==> config.mk <==
export PLATFORM = sky130hd
export DESIGN_NAME = apb_uart_fifo
export DESIGN_NICKNAME = d
export VERILOG_FILES = /design/src/rtl/apb_uart_pkg.sv /design/src/rtl/uart_sync_fifo.sv /design/src/rtl/apb_uart_fifo.sv
export SDC_FILE = /design/constraint.sdc
export NUM_CORES = 1
export LEC_CHECK = 0
export ABC_AREA = 1
export BUFFER_PORTS_ARGS = -buffer_cell sky130_fd_sc_hd__buf_2
export CORE_MARGIN = 2
export CORE_UTILIZATION = 41
export CTS_BUF_LIST = sky130_fd_sc_hd__clkbuf_16
export DETAILED_ROUTE_END_ITERATION = 16
export PLACE_DENSITY = 0.6
export SYNTH_ARGS = -nofsm -noshare
export SYNTH_HDL_FRONTEND = slang
export SYNTH_SLANG_ARGS = --single-unit
==> constraint.sdc <==
create_clock -name pclk -period 17.8 [get_ports pclk]
set_clock_uncertainty 0.2 [all_clocks]
set_input_delay 1.78 -clock pclk [delete_from_list [all_inputs] [get_ports pclk]]
set_output_delay 1.78 -clock pclk [all_outputs]
set_load 0.01 [all_outputs]
==> src/rtl/apb_uart_pkg.sv <==
// Shared register map, bit positions and TX state encoding for the APB UART front-end.
package apb_uart_pkg;

    localparam logic [7:0] REG_CTRL     = 8'h00;
    localparam logic [7:0] REG_STATUS   = 8'h04;
    localparam logic [7:0] REG_TXDATA   = 8'h08;
    localparam logic [7:0] REG_RXDATA   = 8'h0C;
    localparam logic [7:0] REG_BAUD     = 8'h10;
    localparam logic [7:0] REG_IRQ_EN   = 8'h14;
    localparam logic [7:0] REG_IRQ_STAT = 8'h18;
    localparam logic [7:0] REG_LEVELS   = 8'h1C;

    localparam int unsigned CTRL_TX_EN    = 0;
    localparam int unsigned CTRL_RX_EN    = 1;
    localparam int unsigned CTRL_TX_FLUSH = 2;
    localparam int unsigned CTRL_RX_FLUSH = 3;
    localparam int unsigned CTRL_THR_LSB  = 8;

    localparam int unsigned ST_TX_FULL    = 0;
    localparam int unsigned ST_TX_EMPTY   = 1;
    localparam int unsigned ST_RX_FULL    = 2;
    localparam int unsigned ST_RX_EMPTY   = 3;
    localparam int unsigned ST_TX_BUSY    = 4;
    localparam int unsigned ST_FSM_ACTIVE = 5;

    localparam int unsigned IRQ_RX_AVAIL = 0;
    localparam int unsigned IRQ_TX_EMPTY = 1;
    localparam int unsigned IRQ_RX_OVR   = 2;
    localparam int unsigned IRQ_RX_ERR   = 3;

    typedef enum logic [1:0] {IDLE, LOAD, WAIT_DONE} tx_state_e;

endpackage

==> src/rtl/uart_sync_fifo.sv <==
// Synchronous first-word-fall-through FIFO; flush overrides push/pop, push into a full FIFO is allowed when popping.
module uart_sync_fifo #(
    parameter int unsigned WIDTH = 8,
    parameter int unsigned DEPTH = 16
) (
    input  logic                     clk,
    input  logic                     rst,
    input  logic                     push,
    input  logic                     pop,
    input  logic                     flush,
    input  logic [WIDTH-1:0]         din,
    output logic [WIDTH-1:0]         dout,
    output logic                     full,
    output logic                     empty,
    output logic [$clog2(DEPTH):0]   count
);
    localparam int unsigned AW = $clog2(DEPTH);

    logic [WIDTH-1:0] mem_q [DEPTH];
    logic [AW-1:0]    wptr_q, wptr_d, rptr_q, rptr_d;
    logic [AW:0]      count_q, count_d;
    logic             do_push, do_pop;

    assign full  = (count_q == (AW+1)'(DEPTH));
    assign empty = (count_q == '0);
    assign count = count_q;
    assign dout  = mem_q[rptr_q];

    assign do_push = push && (!full || pop);
    assign do_pop  = pop && !empty;

    always_comb begin
        wptr_d  = wptr_q;
        rptr_d  = rptr_q;
        count_d = count_q;
        if (flush) begin
            wptr_d  = '0;
            rptr_d  = '0;
            count_d = '0;
        end else begin
            if (do_push) wptr_d = wptr_q + 1'b1;
            if (do_pop)  rptr_d = rptr_q + 1'b1;
            count_d = count_q + (AW+1)'(do_push) - (AW+1)'(do_pop);
        end
    end

    always_ff @(posedge clk or posedge rst) begin
        if (rst) begin
            wptr_q  <= '0;
            rptr_q  <= '0;
            count_q <= '0;
            for (int unsigned i = 0; i < DEPTH; i++) mem_q[i] <= '0;
        end else begin
            wptr_q  <= wptr_d;
            rptr_q  <= rptr_d;
            count_q <= count_d;
            if (!flush && do_push) mem_q[wptr_q] <= din;
        end
    end

endmodule

==> src/rtl/apb_uart_fifo.sv <==
// APB3 zero-wait-state front-end for the UART cores: register file, TX/RX FIFOs,
// autonomous TX drain FSM, RX capture with overrun/error flags and a maskable IRQ.
module apb_uart_fifo
    import apb_uart_pkg::*;
#(
    parameter int unsigned DATA_W   = 8,
    parameter int unsigned TX_DEPTH = 16,
    parameter int unsigned RX_DEPTH = 16,
    parameter int unsigned BAUD_RST = 868,
    parameter int unsigned ADDR_W   = 8
) (
    input  logic              pclk,
    input  logic              rst,
    input  logic [ADDR_W-1:0] paddr,
    input  logic              psel,
    input  logic              penable,
    input  logic              pwrite,
    input  logic [31:0]       pwdata,
    output logic [31:0]       prdata,
    output logic              pready,
    output logic              pslverr,
    output logic [31:0]       baud_div,
    output logic              tx_start,
    output logic [DATA_W-1:0] tx_data,
    input  logic              tx_busy,
    input  logic              tx_done,
    input  logic [DATA_W-1:0] rx_data,
    input  logic              rx_done,
    input  logic              rx_error,
    output logic              rx_reset,
    output logic              irq
);
    logic access, wr_acc, rd_acc, err;
    logic [ADDR_W-1:0] addr_word;
    logic [31:0] rdata;

    logic tx_en_q, tx_en_d, rx_en_q, rx_en_d;
    logic [3:0] rx_thr_q, rx_thr_d, irq_en_q, irq_en_d, w1c, irq_stat, rx_thr_eff;
    logic [31:0] baud_q, baud_d;
    logic rx_ovr_q, rx_ovr_d, rx_err_q, rx_err_d, irq_q, irq_d, rx_reset_q, rx_reset_d;

    logic tx_push, tx_pop, tx_flush, tx_full, tx_empty;
    logic rx_push, rx_pop, rx_flush, rx_full, rx_empty, rx_take, rx_avail;
    logic [DATA_W-1:0] tx_dout, rx_dout;
    logic [$clog2(TX_DEPTH):0] tx_count;
    logic [$clog2(RX_DEPTH):0] rx_count;

    tx_state_e state_q;
    logic [DATA_W-1:0] tx_data_q;
    logic tx_start_q;

    assign access    = psel & penable;
    assign wr_acc    = access & pwrite;
    assign rd_acc    = access & ~pwrite;
    assign addr_word = paddr & ~ADDR_W'(3);

    uart_sync_fifo #(.WIDTH(DATA_W), .DEPTH(TX_DEPTH)) u_tx_fifo (
        .clk(pclk), .rst(rst), .push(tx_push), .pop(tx_pop), .flush(tx_flush),
        .din(pwdata[DATA_W-1:0]), .dout(tx_dout), .full(tx_full), .empty(tx_empty), .count(tx_count)
    );

    uart_sync_fifo #(.WIDTH(DATA_W), .DEPTH(RX_DEPTH)) u_rx_fifo (
        .clk(pclk), .rst(rst), .push(rx_push), .pop(rx_pop), .flush(rx_flush),
        .din(rx_data), .dout(rx_dout), .full(rx_full), .empty(rx_empty), .count(rx_count)
    );

    assign rx_thr_eff = (rx_thr_q == '0) ? 4'd1 : rx_thr_q;
    assign rx_avail   = (32'(rx_count) >= 32'(rx_thr_eff));

    always_comb begin
        irq_stat = '0;
        irq_stat[IRQ_RX_AVAIL] = rx_avail;
        irq_stat[IRQ_TX_EMPTY] = tx_empty;
        irq_stat[IRQ_RX_OVR]   = rx_ovr_q;
        irq_stat[IRQ_RX_ERR]   = rx_err_q;
    end

    // err is decoded for the current address/direction; side effects only fire on an error-free access
    always_comb begin
        rdata    = '0;
        err      = 1'b0;
        tx_push  = 1'b0;
        rx_pop   = 1'b0;
        tx_flush = 1'b0;
        rx_flush = 1'b0;
        w1c      = '0;
        tx_en_d  = tx_en_q;
        rx_en_d  = rx_en_q;
        rx_thr_d = rx_thr_q;
        baud_d   = baud_q;
        irq_en_d = irq_en_q;
        case (addr_word)
            ADDR_W'(REG_CTRL): begin
                rdata[CTRL_TX_EN] = tx_en_q;
                rdata[CTRL_RX_EN] = rx_en_q;
                rdata[CTRL_THR_LSB +: 4] = rx_thr_q;
                if (wr_acc) begin
                    tx_en_d  = pwdata[CTRL_TX_EN];
                    rx_en_d  = pwdata[CTRL_RX_EN];
                    tx_flush = pwdata[CTRL_TX_FLUSH];
                    rx_flush = pwdata[CTRL_RX_FLUSH];
                    rx_thr_d = pwdata[CTRL_THR_LSB +: 4];
                end
            end
            ADDR_W'(REG_STATUS): begin
                err = pwrite;
                rdata[ST_TX_FULL]    = tx_full;
                rdata[ST_TX_EMPTY]   = tx_empty;
                rdata[ST_RX_FULL]    = rx_full;
                rdata[ST_RX_EMPTY]   = rx_empty;
                rdata[ST_TX_BUSY]    = tx_busy;
                rdata[ST_FSM_ACTIVE] = (state_q != IDLE);
            end
            ADDR_W'(REG_TXDATA): begin
                err     = pwrite & tx_full;
                tx_push = wr_acc & ~tx_full;
            end
            ADDR_W'(REG_RXDATA): begin
                err    = pwrite | rx_empty;
                rdata  = rx_empty ? '0 : 32'(rx_dout);
                rx_pop = rd_acc & ~rx_empty;
            end
            ADDR_W'(REG_BAUD): begin
                rdata = baud_q;
                if (wr_acc) baud_d = pwdata;
            end
            ADDR_W'(REG_IRQ_EN): begin
                rdata[3:0] = irq_en_q;
                if (wr_acc) irq_en_d = pwdata[3:0];
            end
            ADDR_W'(REG_IRQ_STAT): begin
                rdata[3:0] = irq_stat;
                if (wr_acc) w1c = pwdata[3:0];
            end
            ADDR_W'(REG_LEVELS): begin
                err = pwrite;
                rdata[15:0]  = 16'(tx_count);
                rdata[31:16] = 16'(rx_count);
            end
            default: err = 1'b1;
        endcase
    end

    assign rx_take    = rx_done & rx_en_q & ~rx_error;
    assign rx_push    = rx_take & (~rx_full | rx_pop);
    assign rx_ovr_d   = (rx_take & rx_full & ~rx_pop) | (rx_ovr_q & ~w1c[IRQ_RX_OVR]);
    assign rx_err_d   = (rx_done & rx_en_q & rx_error) | (rx_err_q & ~w1c[IRQ_RX_ERR]);
    assign irq_d      = |(irq_stat & irq_en_q);
    assign rx_reset_d = rx_flush;
    assign tx_pop     = (state_q == LOAD) & ~tx_empty;

    always_ff @(posedge pclk or posedge rst) begin
        if (rst) begin
            tx_en_q    <= 1'b0;
            rx_en_q    <= 1'b0;
            rx_thr_q   <= '0;
            baud_q     <= 32'(BAUD_RST);
            irq_en_q   <= '0;
            rx_ovr_q   <= 1'b0;
            rx_err_q   <= 1'b0;
            irq_q      <= 1'b0;
            rx_reset_q <= 1'b0;
        end else begin
            tx_en_q    <= tx_en_d;
            rx_en_q    <= rx_en_d;
            rx_thr_q   <= rx_thr_d;
            baud_q     <= baud_d;
            irq_en_q   <= irq_en_d;
            rx_ovr_q   <= rx_ovr_d;
            rx_err_q   <= rx_err_d;
            irq_q      <= irq_d;
            rx_reset_q <= rx_reset_d;
        end
    end

    // LOAD re-checks emptiness because a flush may land between IDLE and LOAD
    always_ff @(posedge pclk or posedge rst) begin
        if (rst) begin
            state_q    <= IDLE;
            tx_data_q  <= '0;
            tx_start_q <= 1'b0;
        end else begin
            tx_start_q <= 1'b0;
            case (state_q)
                IDLE: if (tx_en_q && !tx_empty) state_q <= LOAD;
                LOAD: begin
                    if (!tx_empty) begin
                        tx_data_q  <= tx_dout;
                        tx_start_q <= 1'b1;
                        state_q    <= WAIT_DONE;
                    end else begin
                        state_q <= IDLE;
                    end
                end
                WAIT_DONE: if (tx_done) state_q <= IDLE;
                default: state_q <= IDLE;
            endcase
        end
    end

    assign prdata   = rd_acc ? rdata : '0;
    assign pready   = access;
    assign pslverr  = access & err;
    assign baud_div = baud_q;
    assign tx_start = tx_start_q;
    assign tx_data  = tx_data_q;
    assign rx_reset = rx_reset_q;
    assign irq      = irq_q;

endmodule

==> results.cfg, run 1 <==
[cts]
htree_levels = 2
clockBufferDepth = 3
clkSinkCount = 339
clock_latency_ns = 0.56
cts_tree = built
root_buffer = clkbuf_16
cts_hold_buf = 0
cts_setup_buffers = 0
cts_resized = 0
clkTransAtPathRegs_ns = 0.06
numCtsBuffers = 40

[timing]
worst_pin_slew_ns = 1.28
slew_violations = 0
hold_viol = 0
rsz0062_at_grt = false
maxSlewHeadroom_pct = 14.8
fin_crit_sh_pct = 34.5
setup_viol = 0
max_freq_mhz = 163
layout_min_cycle_time_ns = 6.15
tns_ns = 0

[critical_path]
reg2reg_to = u_tx_fifo.count[4]
reg2reg_slack_ns = 14.01
cp-start-kind = primary input
cp-startpoint = paddr[7]
crit_end = prdata[2]
crit_type = in2out
arrival_ns = 4.17
crit_fanout = 19
reg2reg_from = u_tx_fifo.count[3]
critPathCaptureType = output pin
ff2ff_path_depth = 16
required_ns = 15.82

[global_route]
gr-usage-met1_pct = 33.4
busiest_layer = met2
gr-usage-met2_pct = 36.5
overflow = 0
grt_pass1_wl_um = 82100
grt_max_degree = 143
grt_usage_pct = 23.6
grtUsageMet3_pct = 4.87
antenna_found_initial = 1
grt_pass1_vias = 14800

[floorplanning]
die_y_um = 208
ios = 134
core_sq_um = 40900
die_w_um = 208
dieArea_sq_um = 43200
num_rows = 74
initial_utilization_pct = 41.6

[power]
vdd_drop_max_mv = 0.0779
power_density_nw_per_um2 = 140
p_total_mw = 2.68
p_leak_nw = 9.61

[synthesis]
synth_top_area_share_pct = 49.0
synth_top_cell_by_area = dfrtp_1
ys_seq_elements = 339
yosys.cell_types.count = 36
seq_area_frac_synth_pct = 49.8
yosysWarnings = 0
netlist_instances = 2199
avgSynthCellArea_sq_um = 7.75
synth_nets = 2284
yosys-top-cells-area = dfrtp_1 49%, nand2_1 15%, o21ai_0 7.0%
syn-cell-area_sq_um = 17000

[worst_hold_path]
min_path_type = reg2reg

[routing]
wl_per_cell_um = 18.1
drt-initial-drc-count = 1586
detail_route.first_pass.iterations = 6
dr_total_vias = 15400
detail-route-antenna-nets = 0
vias_per_cell = 5.48
drc = 0
wirelength_um = 50900

[placed_design]
routabilityCongestion = 0.911
placedCellCount = 2734
portBuffers = 131
post-dp-hpwl_um = 30600

[cells_and_area]
diodes = 0
drive_above_1_share_pct = 10.4
syn_to_final_growth_pct = 12.0
nNetsFinal = 2329
instances_no_fill = 2807

[outcome]
status = finished, final reports clean

[job]
cap_violations = 0
## power breakdown
group          internal, mW  switching, mW  leakage (nW)
Sequential            0.938          0.101          4.43
Combinational         0.273          0.608          4.55
Clock                 0.430          0.330         0.633
Total                  1.64           1.04          9.61
## cell type report
class | count | area (sq um)
fill | 4076 | 21800
sequential | 339 | 8490
multi-input combinational | 1565 | 7390
clock buffer | 41 | 1030
timing repair buffer | 149 | 791
tap | 532 | 666
inverter | 149 | 567
clock inverter | 32 | 166
## logic make-up (layout without fill, tap and decap cells)
family / Yosys count / in the layout / share of synthesized area (%)
and+or+nand+nor: 1192 / 1192 / 29.9
DFF: 339 / 339 / 49.8
muxes: 6 / 6 / 0.396
buffers and inverters: 295 / 371 / 6.92
adders and majority gates: 28 / 28 / 2.14
AOI/OAI and AO/OA: 331 / 331 / 10.4
xor gates and xnor gates: 8 / 8 / 0.411
## registers in the layout, summed over array words and instances, names as in the netlist, 5 cells and up
| register | cells |
|---|---|
| baud_div | 32 |
| tx_data | 8 |
| u_rx_fifo.count | 5 |
| u_rx_fifo.mem_q | 128 |
| u_tx_fifo.count | 5 |
| u_tx_fifo.mem_q | 128 |
## layer usage
layer / vias to the layer above / wire length (um)
li1: 7308 / -
met1: 7450 / 23200
met2: 549 / 22800
met3: 83 / 3750
met4: 2 / 1130
met5: - / 7
## worst max-delay path: stages
cell     delay [ns]
buf_2          0.12
nor2_4         0.42
nand2_1        0.50
inv_1          0.61
nand2_1        0.11
nand3_1        0.12
nor2_1         0.04
a21oi_1        0.25
buf_2          0.21
## through the flow
| stage | setup WS, ns | instance area [sq um] | utilization (%) | hold WS [ns] |
|---|---|---|---|---|
| global placement | 11.75 | 17900 | 43.7 | 0.258 |
| detailed placement | 11.67 | 17900 | 43.7 | 0.261 |
| global route | 11.47 | 19100 | 46.7 | 0.288 |
| CTS | 11.67 | 19100 | 46.7 | 0.277 |
| finish | 11.65 | 19100 | 46.7 | 0.275 |
| floorplan | 6.43 | 17000 | - | 0.244 |
## how the worst min path moves through the flow
stage | startpoint | end | slack, ns | cells past startpoint
6_report | baud_div[8] | baud_div[8] | 0.28 | 2
5_1_grt | u_rx_fifo.mem_q[36] | u_rx_fifo.mem_q[36] | 0.29 | 2
4_1_cts | u_rx_fifo.mem_q[54] | u_rx_fifo.mem_q[54] | 0.28 | 2
3_5_place_dp | u_rx_fifo.mem_q[54] | u_rx_fifo.mem_q[54] | 0.26 | 2
3_3_place_gp | u_rx_fifo.mem_q[38] | u_rx_fifo.mem_q[38] | 0.26 | 2
2_1_floorplan | u_rx_fifo.mem_q[38] | u_rx_fifo.mem_q[38] | 0.24 | 2
## synthesized netlist by cell type, drive strengths merged
| cell type | n |
|---|---|
| fa | 2 |
| o211ai | 34 |
| dfstp | 5 |
| ha | 26 |
| xor2 | 6 |
| o311ai | 1 |
| nand4 | 121 |
| nor2 | 195 |
| o31ai | 2 |
| nor3b | 1 |
| clkbuf | 89 |
| nand3 | 155 |
| nor3 | 24 |
| o21ai | 248 |
| dfrtp | 334 |
| o22ai | 5 |
| inv | 143 |
| buf | 57 |
| o2111ai | 1 |
| xnor2 | 2 |
| clkinv | 6 |
| mux2 | 6 |
| a21oi | 40 |
| nand2 | 696 |
## placed cells by master (no fill, tap or decap), types with 2 or more instances in the layout
| cell | Yosys | layout |
|---|---|---|
| a21oi_1 | 39 | 39 |
| buf_2 | 33 | 131 |
| buf_4 | 6 | 18 |
| clkbuf_16 | 0 | 41 |
| clkinv_1 | 6 | 16 |
| clkinv_2 | 0 | 5 |
| dfrtp_1 | 334 | 331 |
| dfrtp_2 | 0 | 3 |
| dfstp_2 | 5 | 5 |
| fa_1 | 2 | 2 |
| ha_1 | 26 | 23 |
| ha_2 | 0 | 3 |
| inv_1 | 142 | 154 |
| inv_6 | 0 | 2 |
| mux2_2 | 6 | 6 |
| nand2_1 | 693 | 693 |
| nand2_2 | 3 | 3 |
| nand3_1 | 151 | 151 |
| nand3_4 | 3 | 3 |
| nand4_1 | 121 | 121 |
| nor2_1 | 188 | 186 |
| nor2_2 | 4 | 6 |
| nor2_4 | 3 | 3 |
| nor3_1 | 23 | 23 |
| o211ai_1 | 34 | 34 |
| o21ai_0 | 240 | 240 |
| o21ai_1 | 8 | 8 |
| o22ai_1 | 5 | 5 |
| o31ai_1 | 2 | 2 |
| xnor2_1 | 2 | 2 |
| xor2_1 | 6 | 6 |
(Power assumes the default switching activity.)
==> run 2: changes to the inputs <==
PLACE_DENSITY = 0.62   (was 0.6)
clock period = 5.1 ns   (was 17.8 ns; I/O delays follow)
==> run 2 against run 1 <==
Against the previous run: non-clock buffer count grew 22; largest power group unchanged; critical path depth is the same; highest routed layer is now met4; critical path type is now reg2out; clock power grew to 3.6 times the previous value.
==> results.cfg, run 2 (same netlist as run 1, synthesis figures left out) <==
[placed_design]
post-dp-hpwl_um = 30700
dp_slack_ns = 1.45
portBuffers = 131
routabilityCongestion = 0.918

[critical_path]
crit_family = buffers and inverters
cp-start-kind = register
required_ns = 4.39
critPathSlowestCell = inv_1
path_cells = buf_4, inv_1, nand3_1, nand3_1, nand3_1, nand2_1, nand2_1, a21oi_1, buf_2
critPathMostFrequentCell = nand3_1
crit_type = reg2out
max_stage_delay_ns = 0.98
critPathCaptureType = output pin
path_buf_inv = 3
arrival_ns = 3.35
crit_fanout = 36

[timing]
fin_ws_ns = 1.04
rsz0062_at_grt = false
hold_viol = 0
slew_violations = 0
max_freq_mhz = 246
maxSlewHeadroom_pct = 14.6
worst_pin_slew_ns = 1.28
layout_min_cycle_time_ns = 4.06
setup_viol = 0
fin_crit_sh_pct = 79.7

[routing]
detail_route.first_pass.iterations = 5
top_layer = met4
dr_total_vias = 15500
drc = 0
wl_met3_um = 3850
met2WireLength_um = 22700
drt-met1-wl_um = 22500
detail-route-antenna-nets = 0
wl_per_cell_um = 17.8
drt-initial-drc-count = 1617
vias_per_cell = 5.49
wirelength_um = 50200

[cts]
clock_latency_ns = 0.56
htree_levels = 2
root_buffer = clkbuf_16
clockBufferDepth = 3
clkTransAtPathRegs_ns = 0.06
numCtsBuffers = 40
clkSinkCount = 339
cts_tree = built
cts_resized = 0

[cells_and_area]
nNetsFinal = 2351
fillers = 4008
layout_commonest_cell = nand2_1
multi_input_area_sq_um = 7390
drive_above_1_share_pct = 10.2
utilization_pct = 47.3
syn_to_final_growth_pct = 13.6
diodes = 0
seq_area_sq_um = 8490
mostFrequentLayoutCells = 693 x nand2_1, 331 x dfrtp_1, 240 x o21ai_0

[global_route]
grt_pass1_vias = 14800
grt_max_degree = 110
grt_usage_pct = 23.1
overflow = 0
grt_pass1_wl_um = 80900
antenna_found_initial = 0

[power]
p_leak_nw = 9.73
p_total_mw = 9.41
power_density_nw_per_um2 = 486
vdd_drop_max_mv = 0.234

[outcome]
status = finished, final reports clean

[floorplanning]
num_rows = 74
core_sq_um = 40900
dieArea_sq_um = 43200
die_w_um = 208
initial_utilization_pct = 41.6
die_y_um = 208
ios = 134

[job]
cap_violations = 0

[worst_hold_path]
min_path_type = in2reg
[run 2: cell count changes in the layout (fill, tap and decap cells not counted), moves of 2 or more]
cell	before	now
dlygate4sd3_1	0	20
clkinv_2	5	1
buf_12	0	2
bufinv_16	1	3
clkinv_1	16	14
inv_1	154	156
[run 2: tightest hold or removal path, delay by kind of cell]
| family | cells | cell delay [ns] |
|---|---|---|
| simple gates | 1 | 0.03 |
| buf+inv | 1 | 0.08 |
| compound gates | 1 | 0.10 |
[run 2: routing by layer]
| layer | up-vias | global-route usage, % |
|---|---|---|
| li1 | 7341 | - |
| met1 | 7513 | 33.1 |
| met2 | 571 | 35.9 |
| met3 | 82 | 4.58 |
| met4 | 0 | 6.31 |
| met5 | - | 0 |
[run 2: path summary, 6_finish.rpt]
| kind | from | end | slack [ns] | depth (start not counted) |
|---|---|---|---|---|
| worst min register to register | u_rx_fifo.mem_q[54] | u_rx_fifo.mem_q[54] | 0.27 | 2 |
| worst max-delay path | u_rx_fifo.rptr_q[1] | prdata[1] | 1.04 | 9 |
| min in group asynchronous | rst | rx_thr_q[2] | 0.30 | 3 |
| worst min-delay path | pwdata[26] | baud_div[26] | 0.02 | 3 |
| max in group asynchronous | rst | u_tx_fifo.mem_q[122] | 3.19 | 4 |
| worst max register to register | u_tx_fifo.count[2] | u_tx_fifo.count[4] | 1.48 | 16 |
[run 2: layout make-up]
type                    count  area share (%)
clock buffers              40            5.17
clock inverters            30            1.11
inverters                 149            2.91
multi-input cells        1565            38.2
flip-flops and latches    339            43.9
well taps                 532            3.44
repair buffers            171            5.33
[run 2: timing repair]
action	in CTS	in global routing
buffers inserted	0	0
endpoints found under the setup margin	0	0
hold endpoints to repair	32	0
hold buffers	20	0
[run 2: report_power, final]
group          internal, mW  total [mW]  switching (mW)
Sequential             3.27        3.65           0.373
Clock                  1.57        2.70            1.13
Combinational         0.969        3.06            2.09
Total                  5.81        9.41            3.60
[run 2: metrics by stage]
step	hold slack (ns)	cell area, sq um	TNS (ns)	cells
final	0.0208	19400	0	2826
after global routing	0.0347	19400	0	2826
after CTS	0.000974	19400	0	2826
after detailed placement	0.264	17900	0	2736
after global placement	0.259	17900	0	2736
after floorplan	0.244	17000	-46.25	2199
==> run 3: changes to the inputs <==
ABC_AREA = 0   (was 1)
PLACE_DENSITY = 0.6   (was 0.62)
clock period = 3.9 ns   (was 5.1 ns; I/O delays follow)
==> run 3 against run 2 <==
Against the previous run: worst setup slack got worse by 0.76 ns; clock-buffer cell count decreased by 2; critical path depth decreased by 4; global-route usage decreased by 3.2 points; non-clock buffer count increased by 17; cell count decreased by 34%; critical path type unchanged; synthesized area decreased by 3.4%; combinational power decreased by 58%.
==> results.cfg, run 3 <==
[outcome]
status = finished, final reports clean

[worst_hold_path]
min_path_type = in2reg
min_path_cells = 2

[global_route]
antenna_found_initial = 1
overflow = 0
grt_usage_pct = 19.9
grt_pass1_wl_um = 64100
grt_max_degree = 95
grt_pass1_vias = 11000

[cts]
cts_tree = built
clock_latency_ns = 0.55
clkTransAtPathRegs_ns = 0.06
cts_resized = 0
numCtsBuffers = 38
cts_hold_buf = 28
root_buffer = clkbuf_16
clkSinkCount = 339
cts_setup_buffers = 0
clockBufferDepth = 3
htree_levels = 2

[synthesis]
ys_seq_elements = 339
synthArstFlopShare_pct = 100
netlist_instances = 1169
synthTopCellsByCount = 334 x dfrtp_1, 293 x mux2_2, 67 x mux4_2
seq_area_frac_synth_pct = 51.6
synth_most_common_cell = dfrtp_1
yosys-top-cells-area = dfrtp_1 51%, mux2_2 20%, mux4_2 9.2%
avgSynthCellArea_sq_um = 14.1
yosys.cell_types.count = 60
synth_edf_count = 0
syn-cell-area_sq_um = 16500
synth_top_area_share_pct = 50.8
yosysWarnings = 0
synth_top_cell_by_area = dfrtp_1
synth_nets = 1254
synthFlopType = dfrtp_1

[cells_and_area]
drive_above_1_share_pct = 45.8
nNetsFinal = 1398
fillers = 3525
seq_area_sq_um = 8490
fin_area_sq_um = 19200
syn_to_final_growth_pct = 16.7
mostFrequentLayoutCells = 332 x dfrtp_1, 293 x mux2_2, 131 x buf_2
diodes = 0
multi_input_area_sq_um = 7510
layout_commonest_cell = dfrtp_1
instances_no_fill = 1867

[job]
cap_violations = 0

[critical_path]
crit_fanout = 17
ff2ff_path_depth = 13
reg2reg_to = u_rx_fifo.count[4]
crit_type = reg2out
critPathCaptureType = output pin
crit_end = prdata[2]
reg2reg_slack_ns = 0.44
required_ns = 3.31
cp-start-kind = register
reg2reg_from = u_rx_fifo.count[2]
cp-startpoint = u_rx_fifo.rptr_q[0]
arrival_ns = 3.04

[timing]
layout_min_cycle_time_ns = 3.63
worst_pin_slew_ns = 0.890
slew_violations = 0
hold_viol = 0
setup_viol = 0
fin_crit_sh_pct = 92.9
rsz0062_at_grt = false
maxSlewHeadroom_pct = 39.8
max_freq_mhz = 276

[power]
vdd_drop_max_mv = 0.302
p_leak_nw = 9.49
power_density_nw_per_um2 = 450

[floorplanning]
initial_utilization_pct = 41.5
dieArea_sq_um = 41800
num_rows = 73
core_sq_um = 39600
die_w_um = 204
die_y_um = 204
ios = 134

[routing]
drc = 0
wirelength_um = 40100
dr_total_vias = 10300
detail_route.first_pass.iterations = 5
drt-initial-drc-count = 673
vias_per_cell = 5.54
detail-route-antenna-nets = 0
wl_per_cell_um = 21.5

[placed_design]
post-dp-hpwl_um = 26700
placedCellCount = 1770
place_area_sq_um = 17700
portBuffers = 131
routabilityCongestion = 0.881
[run 3: cell count changes after synthesis, sizes merged, moves of 19 or more]
cell and delta:
o21ai -226, clkbuf -36, mux4 +67, nand2 -677, buf -26, o211ai -32
mux2 +296, nand3 -125, nor3 -19, nor2 -169, nand4 -116, inv -114
[run 3: layout make-up]
type | count | area share (%)
Inverter | 29 | 0.586
Clock buffer | 38 | 4.95
Timing Repair Buffer | 188 | 6.46
Multi-Input combinational cell | 717 | 39.1
Sequential cell | 339 | 44.2
Clock inverter | 31 | 1.30
Tap cell | 525 | 3.42
[run 3: routing by layer]
layer  global-route usage (%)  wire [um]  vias to the layer above
li1                         -          -                     4659
met1                     27.2      18100                     5401
met2                     32.6      19500                      223
met3                     2.85       1510                       61
met4                     6.94       1040                        2
met5                        0         13                        -
[run 3: logic make-up (layout without fill, tap and decap cells)]
kind of cell	after synthesis	count (layout)	synth area share, %
flip-flops	339	339	51.6
XOR/XNOR	11	11	0.585
AO/OA/AOI/OAI	110	110	4.45
multiplexers	385	385	31.0
adder cells (fa/ha/maj)	28	28	2.22
AND/OR/NAND/NOR	183	183	7.40
buffers and inverters	113	286	2.83
[run 3: worst min path at each step]
| stage | slack (ns) | start | to |
|---|---|---|---|
| after floorplan | 0.24 | state_q[0] | state_q[0] |
| after global placement | 0.25 | state_q[0] | state_q[0] |
| after detailed placement | 0.26 | tx_data[3] | tx_data[3] |
| after CTS | 0.06 | rx_done | u_rx_fifo.wptr_q[0] |
| after global routing | 0.12 | rx_data[3] | u_rx_fifo.mem_q[19] |
| final | 0.09 | rx_data[7] | u_rx_fifo.mem_q[31] |
[run 3: metrics by stage]
step | total power, mW | setup WS, ns | TNS [ns] | utilization, % | hold slack [ns]
after floorplan | 4.81 | -1.22 | -406.97 | - | 0.238
after global placement | 5.20 | 0.473 | 0 | 44.7 | 0.253
after detailed placement | 5.22 | 0.467 | 0 | 44.7 | 0.264
after CTS | 8.77 | 0.242 | 0 | 48.5 | 0.0640
after global routing | 9.07 | 0.218 | 0 | 48.5 | 0.122
final | 8.64 | 0.275 | 0 | 48.5 | 0.0883
[run 3: report_power, final]
group          total [mW]  switching [mW]  internal [mW]
logic                1.30           0.682          0.619
clock network        3.48            1.44           2.04
registers            3.86           0.204           3.66
[run 3: worst max-delay path: stages, from the launching register on]
cell and delay [ns]:
dfrtp_2 0.76, mux4_2 0.62, a22o_1 0.25, o21ai_0 0.35, o21ai_0 0.29, buf_2 0.21
